--- config.mk ---
export PLATFORM = sky130hd
export DESIGN_NAME = bcd_encoder_arbiter
export DESIGN_NICKNAME = d
export VERILOG_FILES = /design/src/rtl/bcd_encoder_arbiter_pkg.sv /design/src/rtl/bcd_encoder.sv /design/src/rtl/bcd_rr_arbiter.sv /design/src/rtl/bcd_encoder_arbiter.sv
export SDC_FILE = /design/constraint.sdc
export NUM_CORES = 1
export LEC_CHECK = 0
export BUFFER_PORTS_ARGS = -buffer_cell sky130_fd_sc_hd__buf_2
export CORE_MARGIN = 4
export CORE_UTILIZATION = 40
export CTS_CLUSTER_SIZE = 24
export DETAILED_ROUTE_END_ITERATION = 8
export SLEW_MARGIN = 20
export SYNTH_ARGS = -nofsm -noshare
export SYNTH_HDL_FRONTEND = slang
export SYNTH_SLANG_ARGS = --single-unit
--- constraint.sdc ---
create_clock -name i_clk -period 5.47 [get_ports i_clk]
set_input_delay 0 -clock i_clk [delete_from_list [all_inputs] [get_ports i_clk]]
set_output_delay 0 -clock i_clk [all_outputs]
set_load 0.1 [all_outputs]
--- src/rtl/bcd_encoder_arbiter_pkg.sv ---
// Shared types and width helpers for the round-robin BCD encoder arbiter.
package bcd_encoder_arbiter_pkg;

  typedef enum logic [1:0] {
    IDLE = 2'd0,
    CONV = 2'd1,
    RESP = 2'd2
  } state_t;

  function automatic int unsigned bcd_width(input int unsigned n);
    return n + (n - 4) / 3 + 1;
  endfunction

  function automatic int unsigned id_width(input int unsigned r);
    return ($clog2(r) > 1) ? $clog2(r) : 1;
  endfunction

endpackage

--- src/rtl/bcd_encoder.sv ---
// Combinational binary-to-BCD converter (shift-and-add-3).
module bcd_encoder
  import bcd_encoder_arbiter_pkg::*;
#(
  parameter  int unsigned N  = 8,
  localparam int unsigned BW = bcd_width(N)
) (
  input  logic [N-1:0]  i_bin,
  output logic [BW-1:0] o_bcd
);

  localparam int unsigned SW = BW + N + 4;
  localparam int unsigned ND = (BW + 3) / 4;

  logic [SW-1:0] scratch;

  // Digits sit above the binary field; each step corrects digits >= 5 then shifts.
  always_comb begin
    scratch = '0;
    scratch[N-1:0] = i_bin;
    for (int unsigned i = 0; i < N; i++) begin
      for (int unsigned d = 0; d < ND; d++) begin
        if (scratch[N + 4*d +: 4] >= 4'd5) begin
          scratch[N + 4*d +: 4] = scratch[N + 4*d +: 4] + 4'd3;
        end
      end
      scratch = scratch << 1;
    end
    o_bcd = scratch[N +: BW];
  end

endmodule

--- src/rtl/bcd_rr_arbiter.sv ---
// Round-robin one-hot grant; the pointer moves past the winner on i_advance.
module bcd_rr_arbiter
  import bcd_encoder_arbiter_pkg::*;
#(
  parameter  int unsigned NUM_REQ = 4,
  localparam int unsigned IDW     = id_width(NUM_REQ)
) (
  input  logic               i_clk,
  input  logic               i_rst,
  input  logic [NUM_REQ-1:0] i_req,
  input  logic               i_advance,
  output logic [NUM_REQ-1:0] o_grant,
  output logic [IDW-1:0]     o_grant_id,
  output logic               o_any
);

  logic [IDW-1:0] ptr;
  int unsigned    idx;

  // Search upward from the pointer, wrapping past NUM_REQ-1.
  always_comb begin
    o_grant    = '0;
    o_grant_id = '0;
    o_any      = 1'b0;
    idx        = 0;
    for (int unsigned i = 0; i < NUM_REQ; i++) begin
      idx = 32'(ptr) + i;
      if (idx >= NUM_REQ) idx = idx - NUM_REQ;
      if (!o_any && i_req[IDW'(idx)]) begin
        o_any                = 1'b1;
        o_grant[IDW'(idx)]   = 1'b1;
        o_grant_id           = IDW'(idx);
      end
    end
  end

  always_ff @(posedge i_clk or posedge i_rst) begin
    if (i_rst) begin
      ptr <= '0;
    end else if (i_advance) begin
      ptr <= (o_grant_id == IDW'(NUM_REQ - 1)) ? '0 : o_grant_id + IDW'(1);
    end
  end

endmodule

--- src/rtl/bcd_encoder_arbiter.sv ---
// Shares one bcd_encoder among NUM_REQ requesters with round-robin grants.
// Define BCD_ENCODER_ARBITER_BACK_TO_BACK_EN to also arbitrate while a response is being accepted.
module bcd_encoder_arbiter
  import bcd_encoder_arbiter_pkg::*;
#(
  parameter  int unsigned N       = 8,
  parameter  int unsigned NUM_REQ = 4,
  localparam int unsigned BW      = bcd_width(N),
  localparam int unsigned IDW     = id_width(NUM_REQ)
) (
  input  logic                 i_clk,
  input  logic                 i_rst,
  input  logic [NUM_REQ-1:0]   i_req_valid,
  output logic [NUM_REQ-1:0]   o_req_ready,
  input  logic [NUM_REQ*N-1:0] i_req_bin,
  output logic                 o_rsp_valid,
  input  logic                 i_rsp_ready,
  output logic [BW-1:0]        o_rsp_bcd,
  output logic [IDW-1:0]       o_rsp_id
);

  state_t             state;
  logic [N-1:0]       operand;
  logic [IDW-1:0]     id;
  logic [BW-1:0]      enc_bcd;
  logic [NUM_REQ-1:0] grant;
  logic [IDW-1:0]     grant_id;
  logic               grant_any;
  logic               arb_en;
  logic               handshake;
  logic [N-1:0]       sel_bin;

`ifdef BCD_ENCODER_ARBITER_BACK_TO_BACK_EN
  assign arb_en = !i_rst && ((state == IDLE) || ((state == RESP) && i_rsp_ready));
`else
  assign arb_en = !i_rst && (state == IDLE);
`endif

  assign o_req_ready = arb_en ? grant : '0;
  assign handshake   = arb_en && grant_any;

  bcd_rr_arbiter #(.NUM_REQ(NUM_REQ)) u_arb (
    .i_clk      (i_clk),
    .i_rst      (i_rst),
    .i_req      (i_req_valid),
    .i_advance  (handshake),
    .o_grant    (grant),
    .o_grant_id (grant_id),
    .o_any      (grant_any)
  );

  bcd_encoder #(.N(N)) u_enc (
    .i_bin (operand),
    .o_bcd (enc_bcd)
  );

  // Operand mux driven by the one-hot grant.
  always_comb begin
    sel_bin = '0;
    for (int unsigned k = 0; k < NUM_REQ; k++) begin
      if (grant[k]) sel_bin = i_req_bin[k*N +: N];
    end
  end

  always_ff @(posedge i_clk or posedge i_rst) begin
    if (i_rst) begin
      state       <= IDLE;
      operand     <= '0;
      id          <= '0;
      o_rsp_valid <= 1'b0;
      o_rsp_bcd   <= '0;
      o_rsp_id    <= '0;
    end else begin
      case (state)
        IDLE: begin
          if (handshake) begin
            operand <= sel_bin;
            id      <= grant_id;
            state   <= CONV;
          end
        end
        CONV: begin
          o_rsp_bcd   <= enc_bcd;
          o_rsp_id    <= id;
          o_rsp_valid <= 1'b1;
          state       <= RESP;
        end
        RESP: begin
          if (i_rsp_ready) begin
            o_rsp_valid <= 1'b0;
            // handshake can only be high here when back-to-back arbitration is built in
            if (handshake) begin
              operand <= sel_bin;
              id      <= grant_id;
              state   <= CONV;
            end else begin
              state <= IDLE;
            end
          end
        end
        default: state <= IDLE;
      endcase
    end
  end

endmodule

==> summary.md <==
| Metric | Value |
|---|---|
| Most used flip-flop cell after synthesis | sky130_fd_sc_hd__dfrtp_1 |
| Critical path launch point type | flop |
| CP arrival | 4.96 ns |
| Critical Path RT | between 5 and 6 ns |
| Die outline area | 7670 um2 |
| Category of the most critical setup path | flop to flop |
| Unrepaired setup endpoints after global routing | no |
| Maximum clock frequency | approximately 0.21 GHz |
| Global-route wire length before repair | ~11 mm |
| Gp weighted congestion | between 0.8 and 0.9 |
| Number of cells produced by synthesis | 300 |
| Share of cells above drive strength 1 | 25.7% |
| Fin crit share | slightly below 90% |
| Sinks on Clock Net | 27 |
| Fin util | 48.7% |
| Clock tree skew after final layout | between 0.003 and 0.004 ns |
| Relative area change from synthesis to final layout | 15.9% |
| Register area share after synthesis | between 20% and 30% |
| Drt wl/cell | roughly 15 um |
| Aggregate global routing overflow | 0 |
| Most used standard cell by instance count after synthesis | sky130_fd_sc_hd__nand2_1 |
| Clock-pin slew on the worst setup and hold paths | roughly 0.10 ns |
| Summed instance area of the synthesized netlist | around 2500 um2 |
| Placed instance count | approximately 420 |
| Area of the core region | about 6000 um2 |
| Largest area contributor in the synthesized netlist | sky130_fd_sc_hd__dfrtp_1 |
| Via count of the first global-routing pass | 2384 |
| Vias/cell | about 5.7 |
| Starting density of the core | 42.0% |
| Max_cap viols | 0 |
| Maximum number of buffers from clock root to sink | 2 |
| Antenna violations before repair | 0 |
| Number of synthesis warnings | 0 |
| Net count of the mapped netlist | 354 |
| Final-layout setup total negative slack | 0 ns |
| Clock insertion delay at the later pin of the skew report | roughly 0.28 ns |
| Worst min-delay path category | input pin to flop |
| Detailed-router iteration count before antenna repair | 4 |
| Final Hold Violating Endpoints | 0 |
| Post-CTS setup buffer count | 0 |
| Largest net degree at the start of global routing | 28 |
| WL final | roughly 6.2 mm |
| Post-detail-place hpwl | between 4 and 5 mm |
| Number of setup violations in the final report | 0 |
| Floorplan die width | about 88 um |
| CTS tree | done |
| DR DRC count | 0 |
| Register bit count reported by yosys | 27 |
| GRT Util Overall | between 10% and 20% |
| Kind of end point of the critical path | flop |
| Top-area cell type share of the netlist area | 26.7% |
| Final standard cell count with taps included and fillers excluded | 425 |
| Count of boundary I/O pins | 56 |
| FP Rows | 28 |
| Async S/R FF share, synth | 100% |
| Count of nets left with antenna violations after detail routing | 0 |
| Clock root buffer | sky130_fd_sc_hd__clkbuf_8 |
| Final Max Slew Viols | 0 |
| Number of nets in the finished design | slightly above 400 |
| Vias | ~2400 |
| Port buffer count | between 50 and 60 |
| TritonCTS Buffers | 3 |
| Antenna diodes | 0 |
| Main area contributors after synthesis | sky130_fd_sc_hd__dfrtp_1, sky130_fd_sc_hd__ha_1, sky130_fd_sc_hd__nand2_1 |
| Slew of the pin with the lowest slew margin | between 0.7 and 0.8 ns |
| Crit Path Max Fanout | 6 |
| CTS HTree Levels | 1 |
| Yosys cell types | 62 |
| Run status | complete, no violations |
| Drt initial violations | 94 |
| Number of enable-type register cells in the synthesized netlist | 0 |
| DIE HEIGHT | 87.6 um |
| Min Tclk post-route | 4.79 ns |
| Average footprint of a synthesized cell | 8.44 um2 |
| Most frequent cells after synthesis | sky130_fd_sc_hd__nand2_1, sky130_fd_sc_hd__dfrtp_1, sky130_fd_sc_hd__nor2_1, sky130_fd_sc_hd__a21oi_1, sky130_fd_sc_hd__inv_1 |
| Relative slew slack | a little over half |
## cell type report
| type | instances | area [um2] |
|---|---|---|
| Fill cell | 613 | 3090 |
| Tap cell | 75 | 93.8 |
| Inverter | 18 | 67.6 |
| Timing Repair Buffer | 58 | 303 |
| Sequential cell | 27 | 676 |
| Clock buffer | 3 | 41.3 |
| Multi-Input combinational cell | 243 | 1740 |
| Clock inverter | 1 | 7.51 |
## path summary, 6_finish.rpt
path | start | slack (ns) | depth (start not counted) | endpoint
max reg2reg | operand[5]$_DFFE_PP0P_ | 0.68 | 24 | o_rsp_bcd[8]$_DFFE_PP0P_
min reg2reg | id[1]$_DFFE_PP0P_ | 0.48 | 2 | o_rsp_id[1]$_DFFE_PP0P_
max in group asynchronous | i_rst | 4.77 | 3 | operand[0]$_DFFE_PP0P_
max | operand[5]$_DFFE_PP0P_ | 0.68 | 24 | o_rsp_bcd[8]$_DFFE_PP0P_
min | i_req_bin[25] | 0.06 | 4 | operand[1]$_DFFE_PP0P_
min in group asynchronous | i_rst | 0.32 | 3 | o_rsp_bcd[5]$_DFFE_PP0P_
## logic make-up after synthesis
family	count (synthesis)	share of synthesized area, %
mux	9	6.23
xor+xnor	4	1.38
buf+inv	30	4.55
fa+ha+maj	15	7.41
compound gates	112	32.6
flops	27	26.7
simple gates	103	21.2
## cells in the final DEF (no fill, tap or decap), drive strengths merged, types with 2 or more instances in the layout
cell,n
buf,56
nand2,36
dfrtp,27
nor2,27
a21oi,23
o21ai,21
inv,18
ha,15
a221oi,10
a22oi,9
o31a,8
nor2b,6
nand3,6
nor3,6
o211ai,5
nand4,5
mux4,4
nand2b,4
a211o,4
mux2,4
xnor2,3
o22a,3
a31o,3
or4,3
clkbuf,3
o21a,3
or3,2
o21bai,2
a22o,2
o221a,2
o22ai,2
and2,2
a21o,2
a31oi,2
dlygate4sd3,2
o211a,2
nor4,2
## through the flow
step	hold WS (ns)	instance area [um2]	setup slack [ns]
finish	0.0601	2930	0.681
detailed placement	0.234	2860	0.714
CTS	0.00538	2920	0.683
global placement	0.217	2860	0.868
floorplan	0.0527	2530	1.24
global route	0.0633	2930	0.0760
## worst max-delay path, cell delays in order, from the launching register on
cell and delay [ns]:
sky130_fd_sc_hd__dfrtp_1 0.43, sky130_fd_sc_hd__inv_1 0.08, sky130_fd_sc_hd__ha_1 0.19, sky130_fd_sc_hd__inv_1 0.05, sky130_fd_sc_hd__ha_1 0.26, sky130_fd_sc_hd__a21oi_2 0.09, sky130_fd_sc_hd__xnor2_1 0.34, sky130_fd_sc_hd__inv_1 0.17
sky130_fd_sc_hd__ha_1 0.27, sky130_fd_sc_hd__nand2b_1 0.13, sky130_fd_sc_hd__o211a_2 0.29, sky130_fd_sc_hd__nor2_1 0.08, sky130_fd_sc_hd__xnor2_1 0.20, sky130_fd_sc_hd__ha_1 0.30, sky130_fd_sc_hd__nand2b_1 0.13, sky130_fd_sc_hd__nand2_1 0.09
sky130_fd_sc_hd__mux2_2 0.18, sky130_fd_sc_hd__nand2_1 0.08, sky130_fd_sc_hd__ha_1 0.23, sky130_fd_sc_hd__a21oi_1 0.29, sky130_fd_sc_hd__nor2_1 0.10, sky130_fd_sc_hd__a21oi_1 0.26, sky130_fd_sc_hd__nor3_1 0.12, sky130_fd_sc_hd__a221oi_1 0.24
sky130_fd_sc_hd__nand3_1 0.10
## what timing repair did
action,in CTS,in global routing
hold buffers,1,1
endpoints found under the hold margin,1,27
resized for setup,0,0
## flip-flops by register name, indices dropped and copies added (netlist names)
| register | cells |
|---|---|
| operand | 8 |
| id | 2 |
| state | 2 |
| o_rsp_valid | 1 |
| o_rsp_id | 2 |
| o_rsp_bcd | 10 |
| u_arb.ptr | 2 |
## metal layers
metal  share of wire (%)  track usage (%)  up-vias
met5                   0                0        -
met4                 1.0             4.04        0
li1                    -                -     1237
met1                  47             22.2     1145
met3                 3.7             3.76        6
met2                  48             29.9       36
Power is left out: the tool's default activity adds up to more than one toggle a clock period on the data nets, which glitch-free logic cannot reach.
